--- src/rtl/fmult_pipe.sv ---
// Three-stage floating-point predictor multiplier: converts a 16-bit coefficient to
// float, multiplies by an 11-bit float sample, and denormalises to a 16-bit product.
module fmult_pipe #(
  parameter int unsigned NTERMS = 8
) (
  input  logic        clk,
  input  logic        reset,
  input  logic        in_valid,
  output logic        in_ready,
  input  logic [15:0] an,
  input  logic [10:0] sr,
  output logic        out_valid,
  input  logic        out_ready,
  output logic [15:0] wn,
  output logic [2:0]  out_idx,
  output logic        out_last,
  input  logic        scan_in0,
  input  logic        scan_en,
  output logic        scan_out0
);

  localparam logic [2:0] TagMax = 3'(NTERMS - 1);

  // All stages advance together; a full, blocked S3 freezes the whole pipe.
  logic adv;
  logic in_fire;
  assign adv      = !(out_valid && !out_ready);
  assign in_ready = reset && adv;
  assign in_fire  = in_valid && in_ready;

  assign scan_out0 = scan_en && scan_in0;

  logic [2:0] tag_q;

  // S1: coefficient to sign / exponent / 6-bit mantissa
  logic [13:0] an_shr;
  logic [12:0] an_mag;
  logic [3:0]  an_exp;
  logic [5:0]  an_mant;

  always_comb begin
    an_shr = an[15:2];
    an_mag = an[15] ? 13'(~an_shr + 14'd1) : an_shr[12:0];
    an_exp = 4'd0;
    for (int i = 0; i < 13; i++) begin
      if (an_mag[i]) an_exp = 4'(i + 1);
    end
    an_mant = (an_mag == 13'd0) ? 6'd32 : 6'(({an_mag, 6'b0}) >> an_exp);
  end

  logic        s1_valid_q;
  logic        s1_ans_q;
  logic [3:0]  s1_exp_q;
  logic [5:0]  s1_mant_q;
  logic [10:0] s1_sr_q;
  logic [2:0]  s1_tag_q;

  always_ff @(posedge clk or negedge reset) begin
    if (!reset) begin
      tag_q      <= 3'd0;
      s1_valid_q <= 1'b0;
      s1_ans_q   <= 1'b0;
      s1_exp_q   <= 4'd0;
      s1_mant_q  <= 6'd0;
      s1_sr_q    <= 11'd0;
      s1_tag_q   <= 3'd0;
    end else if (adv) begin
      s1_valid_q <= in_fire;
      if (in_fire) begin
        s1_ans_q  <= an[15];
        s1_exp_q  <= an_exp;
        s1_mant_q <= an_mant;
        s1_sr_q   <= sr;
        s1_tag_q  <= tag_q;
        tag_q     <= (tag_q == TagMax) ? 3'd0 : tag_q + 3'd1;
      end
    end
  end

  // S2: sign, exponent sum and rounded mantissa product
  logic [11:0] w_prod;
  logic [7:0]  w_mant;
  logic [4:0]  w_exp;
  logic        w_sign;

  always_comb begin
    w_prod = {6'b0, s1_mant_q} * {6'b0, s1_sr_q[5:0]};
    w_mant = 8'((w_prod + 12'd48) >> 4);
    w_exp  = {1'b0, s1_exp_q} + {1'b0, s1_sr_q[9:6]};
    w_sign = s1_ans_q ^ s1_sr_q[10];
  end

  logic       s2_valid_q;
  logic       s2_ws_q;
  logic [4:0] s2_exp_q;
  logic [7:0] s2_mant_q;
  logic [2:0] s2_tag_q;

  always_ff @(posedge clk or negedge reset) begin
    if (!reset) begin
      s2_valid_q <= 1'b0;
      s2_ws_q    <= 1'b0;
      s2_exp_q   <= 5'd0;
      s2_mant_q  <= 8'd0;
      s2_tag_q   <= 3'd0;
    end else if (adv) begin
      s2_valid_q <= s1_valid_q;
      if (s1_valid_q) begin
        s2_ws_q   <= w_sign;
        s2_exp_q  <= w_exp;
        s2_mant_q <= w_mant;
        s2_tag_q  <= s1_tag_q;
      end
    end
  end

  // S3: denormalise around exponent 26 and apply sign
  logic [14:0] w_mag;
  logic [15:0] w_val;

  always_comb begin
    if (s2_exp_q > 5'd26) begin
      w_mag = 15'({7'b0, s2_mant_q} << (s2_exp_q - 5'd26));
    end else begin
      w_mag = 15'({7'b0, s2_mant_q} >> (5'd26 - s2_exp_q));
    end
    // Negating zero yields zero, so no negative zero can appear.
    w_val = s2_ws_q ? (~{1'b0, w_mag} + 16'd1) : {1'b0, w_mag};
  end

  always_ff @(posedge clk or negedge reset) begin
    if (!reset) begin
      out_valid <= 1'b0;
      wn        <= 16'd0;
      out_idx   <= 3'd0;
      out_last  <= 1'b0;
    end else if (adv) begin
      out_valid <= s2_valid_q;
      if (s2_valid_q) begin
        wn       <= w_val;
        out_idx  <= s2_tag_q;
        out_last <= (s2_tag_q == TagMax);
      end
    end
  end

endmodule

--- config.mk ---
export PLATFORM = sky130hd
export DESIGN_NAME = fmult_pipe
export DESIGN_NICKNAME = d
export VERILOG_FILES = /design/src/rtl/fmult_pipe.sv
export SDC_FILE = /design/constraint.sdc
export NUM_CORES = 1
export LEC_CHECK = 0
export CORE_MARGIN = 2
export CORE_UTILIZATION = 55
export CTS_BUF_LIST = sky130_fd_sc_hd__clkbuf_2 sky130_fd_sc_hd__clkbuf_4 sky130_fd_sc_hd__clkbuf_8
export CTS_CLUSTER_DIAMETER = 200
export DETAILED_ROUTE_END_ITERATION = 8
export PLACE_DENSITY = 0.79
export SETUP_SLACK_MARGIN = 0.02
export SYNTH_ARGS = -nofsm -noshare
export SYNTH_HDL_FRONTEND = slang
export SYNTH_SLANG_ARGS = --single-unit
--- constraint.sdc ---
create_clock -name clk -period 4.25 [get_ports clk]
set_input_delay 0.85 -clock clk [delete_from_list [all_inputs] [get_ports clk]]
set_output_delay 0.85 -clock clk [all_outputs]
set_load 0.02 [all_outputs]
* Word-level counts from Yosys, hierarchy flattened *
Index checks and enable logic that the tools add are counted.

cells by class
  bitwise operators = 4
  muxes and demuxes = 18
  reductions and logical operators = 10
  add/subtract/negate cells = 7
  equal/unequal tests = 2
  multiply operators = 1
  shifts and indexed selects = 3
  order comparisons = 1

operators by type and width
  operator                                               count
  two-way mux 4 bit                                      8
  right shift 19 x 4 -> 6 bit                            1
  adder 16 x 1 -> 16 bit (second input constant)         1
  two-way mux 16 bit                                     1
  inverter 15 -> 16 bit                                  1
  two-way mux 15 bit                                     1
  left shift 8 x 5 -> 15 bit                             1
  right shift 8 x 5 -> 15 bit                            1
  adder 13 x 1 -> 13 bit (second input constant)         1
  zero test 13 bit                                       1
  two-way mux 13 bit                                     1
  inverter 13 bit                                        1
  adder 12 x 6 -> 12 bit (second input constant)         1
  multiplier 6 x 6 -> 12 bit                             1
  two-way mux 3 bit                                      3
  equality test 3 bit (second input constant)            2
  two-way mux 6 bit                                      1
  AND reduction 2 bit                                    3
  adder 4 x 4 -> 5 bit                                   1
  greater-than comparator 5 bit (second input constant)  1
  subtractor 5 bit (first input constant)                1
  subtractor 5 bit (second input constant)               1
  logical AND 1 bit                                      4
  two-way mux 2 bit                                      2
  5 further kinds                                        6

word-level totals
  flip-flop bits (word level) = 68
  output and inout port bits = 23
  word-level logic and storage cells = 62

* Depth between registers and ports, before layout *
  depth in word-level cells = 18
  mapped depth = 19

* Worst setup path before layout *
OpenSTA, ideal clock, no wires.

  path kind = register -> register
  from = register s1_mant_q[2]
  to = register s2_mant_q[7]
  stages on the path, launching flop included = 19
  required time = 4.112 ns
  period minus slack after synthesis = 4.337 ns
  arrival = 4.199 ns
  path slack = -0.087 ns
  library setup time = 0.138 ns
  path through = dfrtp_1 > and2_1 > fa_1 > inv_1 > fa_1 > inv_1 > fa_1 > inv_1 > fa_1 > inv_1 > ha_1 > a21o_1 > a21oi_1 > o21bai_1 > a21oi_1 > o21bai_1 > a21oi_1 > xnor2_1 > o21ai_0

on the way
  word-level cells in the longest chain between the ends = 2

RTL lines
  element                     RTL line  source
  start: declaration          54        logic [5:0] s1_mant_q;
  start signal: assignment    72        s1_mant_q <= an_mant;
  multiplier 6 x 6 -> 12 bit  87        w_prod = {6'b0, s1_mant_q} * {6'b0, s1_sr_q[5:0]};
  adder 12 x 6 -> 12 bit      88        w_mant = 8'((w_prod + 12'd48) >> 4);
  end signal: assignment      111       s2_mant_q <= w_mant;
  end: declaration            96        logic [7:0] s2_mant_q;

No other way between the ends.
A chain may end at the register's enable or synchronous reset.

* Worst setup path after layout *
Ends and elaborated chain as after synthesis.

==> impl_metrics.tcl <==
set metrics [dict create \
    rsz0062_at_grt "true" \
    finalHoldViolCount 0 \
    rr_startpoint "s1_mant_q[2]" \
    dp_cells 954 \
    reg2reg_slack_ns 0.08 \
    clkTransAtPathRegs_ns 0.08 \
    fin_ws_ns 0.08157 \
    ant_nets 0 \
    worst_path_largest_cell_delay_ns 0.50 \
    ys_async_sr_fraction_pct 100.0 \
    seq_power_share_pct 24.4 \
    cp_top_family "adder cells" \
    finalCoreUtilization_pct 66.25 \
    cpMaxStageDelayCell "fa_1" \
    hp-class "flip-flop to flip-flop" \
    postPlaceCellArea_sq_um 7298 \
    final_max_slew_viol_count 0 \
    die_width_microns 112.2 \
    antenna_found_initial 0 \
    pin_count 56 \
    synth_edf_count 0 \
    r2r_cells 19 \
    switching_share_pct 46.56 \
    seq_area_frac_synth_pct 26.45 \
    power_switching_mw 2.158 \
    drc 0 \
    startpoint "s1_mant_q[2]" \
    routedWlPerCell_microns 16.63 \
    final-setup-viol-count 0 \
    synth_seq_cells 68 \
    stdcell_count 977 \
    finalInstanceArea_sq_um 7565 \
    drive_gt1_share_pct 16.91 \
    start_util_pct 56.34 \
    holdBufCountCts 0 \
    fin_crit_sh_pct 98.08 \
    synth_nets 837 \
    mostFrequentLayoutCell "nand2_1" \
    fp.dieArea_sq_um 12580 \
    nets 916 \
    r2r_end "s2_mant_q[7]" \
    track_usage_pct 27.29 \
    cts_sinks 68 \
    period_minus_slack_ns 4.168 \
    combPwrFrac_pct 65.1 \
    fmax_ghz 0.2399 \
    grt_pass1_wl_microns 28070 \
    cap_viol_max_count 0 \
    gp_congestion 0.8897 \
    use_met1_pct 35.32 \
    rows 39 \
    intPower_mw 2.477 \
    hpwlAfterDp_microns 12640 \
    syn_avg_cell_area_sq_um 8.578 \
    syn_inst 750 \
    portBuffers 53 \
    slew_headroom_pct 35.47 \
    via_per_inst 5.977 \
    crit_cells 19 \
    path_class "flip-flop to flip-flop" \
    busiest_layer "met2" \
    cp.arrival_ns 4.39 \
    netlist-cell-type-count 83 \
    cp-start-kind "flip-flop" \
    cp_num_buf_inv 5 \
    whs_ns 0.4788 \
    worstPathCellList "buf_6 -> and2_4 -> fa_1 -> inv_2 -> fa_1 -> inv_1 -> fa_1 -> inv_1 -> fa_1 -> inv_1 -> ha_1 -> a21o_1 -> a21oi_2 -> o21bai_1 -> a21oi_2 -> o21bai_1 -> a21oi_1 -> xnor2_1 -> o21ai_1" \
    initialDrtViolationCount 477 \
    root_buffer "clkbuf_8" \
    place_ws_ns -0.02383 \
    clock_latency_ns 0.36 \
    yosys_warnings 0 \
    cts_tree "built" \
    peakVddDrop_v 0.0003736 \
    power_density_nw_per_um2 612.7 \
    min_delay_path_depth 2 \
    netlist_area_sq_um 6434 \
    core_area_sq_um 11420 \
    synth_flop_cell "dfrtp_1" \
    clock_skew_ns 0.009099 \
    crit_top_cell "fa_1" \
    crit_path_end_kind "flip-flop" \
    grt_pass1_vias 5846 \
    wirelength_microns 16250 \
    p_total_mw 4.635 \
    cts_max_level 3 \
    leakage_nw 3.459 \
    layout_common_cells "131 x nand2_1, 68 x dfrtp_1, 64 x o21ai_0, 53 x buf_4, 52 x clkdlybuf4s50_1" \
    cts_made_buffers 9 \
    cp-endpoint "s2_mant_q[7]" \
    p_clk_share_pct 10.6 \
    outcome "finished clean" \
    vias 5840 \
    n_antenna_cell 0 \
    grt_util_met2_pct 46.99 \
    worstPathRequired_ns 4.47 \
    setup_tns_ns 0 \
    area_growth_pct 17.58 \
    grt-ovfl-total 0 \
    path_max_fanout 2 \
    clk_path_buf_depth 2 \
    grt_util_met3_pct 3.726 \
    grt_max_degree 69 \
    worst_pin_slew_ns 0.9656 \
    first_pass_iters 5 \
    die_y_microns 112.2 \
]
==> sequential cells by signal, indices dropped and copies added, names as in the netlist, 3 cells and up <==
register / flops
out_idx: 3
s1_exp_q: 4
s1_mant_q: 6
s1_sr_q: 11
s1_tag_q: 3
s2_exp_q: 5
s2_mant_q: 8
s2_tag_q: 3
tag_q: 3
wn: 16
==> worst min-delay path by stage <==
stage               start          to  slack [ns]
2_1_floorplan  s2_valid_q   out_valid        0.44
3_3_place_gp   s2_valid_q   out_valid        0.45
3_5_place_dp   s2_valid_q   out_valid        0.46
4_1_cts        s2_valid_q   out_valid        0.48
5_1_grt        s1_sr_q[6]  s1_sr_q[6]        0.52
6_report       s2_valid_q   out_valid        0.48
==> per-layer routing <==
metal	share of wire, %	wire, microns
met5	0	0
met3	4.8	776
met1	42	6898
met2	50	8184
met4	2.4	386
==> power by group through the flow <==
stage	logic [mW]	registers (mW)	clock network [mW]
after floorplan	2.01	1.12	0
after global placement	2.75	1.12	0
after detailed placement	2.84	1.14	0
after CTS	2.93	1.12	0.498
after global routing	3.36	1.17	0.529
final	3.02	1.13	0.489
==> logic make-up (layout without fill, tap and decap cells) <==
group	after synthesis	after routing	share of synthesized area, %
XOR/XNOR	40	40	5.562
AND/OR/NAND/NOR	280	280	21.68
AO/OA/AOI/OAI	186	186	20.32
buffers and inverters	81	165	5.620
multiplexers	41	41	7.643
flip-flops	68	68	26.45
adder cells (fa/ha/maj)	54	54	12.72
==> Yosys cell counts (4+ instances only) <==
library cell  count  area share, %
xor2_1           15            2.0
and2_1           24            2.3
mux2_2           15            2.6
or2_2             4           0.39
a211oi_1          7           0.82
nor3_1           17            1.3
nor2_1           32            1.9
mux2i_1          21            3.3
dfrtp_1          68             26
nand2_1         132            7.7
o21bai_1          6           0.70
a32oi_1           4           0.54
inv_1            41            2.4
o41ai_1           4           0.54
a31oi_1           5           0.49
o31ai_1          12            1.4
a21boi_0          4           0.47
buf_6             4           0.70
ha_1             35            6.8
nand3_1          13            1.0
nor2b_1           4           0.39
xnor2_1          24            3.3
clkbuf_1         28            1.6
nor4_1            4           0.39
a21oi_1          26            2.0
fa_1             19            5.9
nand2b_1          7           0.68
nand4_1          10           0.97
o211ai_1          6           0.70
a21o_1            6           0.70
mux4_2            5            1.8
o21ai_0          66            5.1
==> area by class of cell <==
type                            instances  area [sq um]
Multi-Input combinational cell        601          4409
Fill cell                             950          3854
Sequential cell                        68          1702
Timing Repair Buffer                  108         945.9
Tap cell                              143         178.9
Inverter                               41         153.9
Clock buffer                            9         123.9
Clock inverter                          7         51.30
==> worst register-to-register path, cell delays in order, from the launching register on <==
cell and delay [ns]:
dfrtp_1 0.39, buf_6 0.12, and2_4 0.14, fa_1 0.49, inv_2 0.04, fa_1 0.47
inv_1 0.05, fa_1 0.47, inv_1 0.05, fa_1 0.50, inv_1 0.06, ha_1 0.27
a21o_1 0.17, a21oi_2 0.13, o21bai_1 0.10, a21oi_2 0.16, o21bai_1 0.09, a21oi_1 0.15
xnor2_1 0.13, o21ai_1 0.07
==> repair_timing <==
action | CTS | global route
setup buffers | 4 | 3
endpoints found under the setup margin | 2 | 4
pin swaps | 13 | 9
gates resized for setup | 4 | 11
No activity file was read; power rests on OpenSTA's default activity.
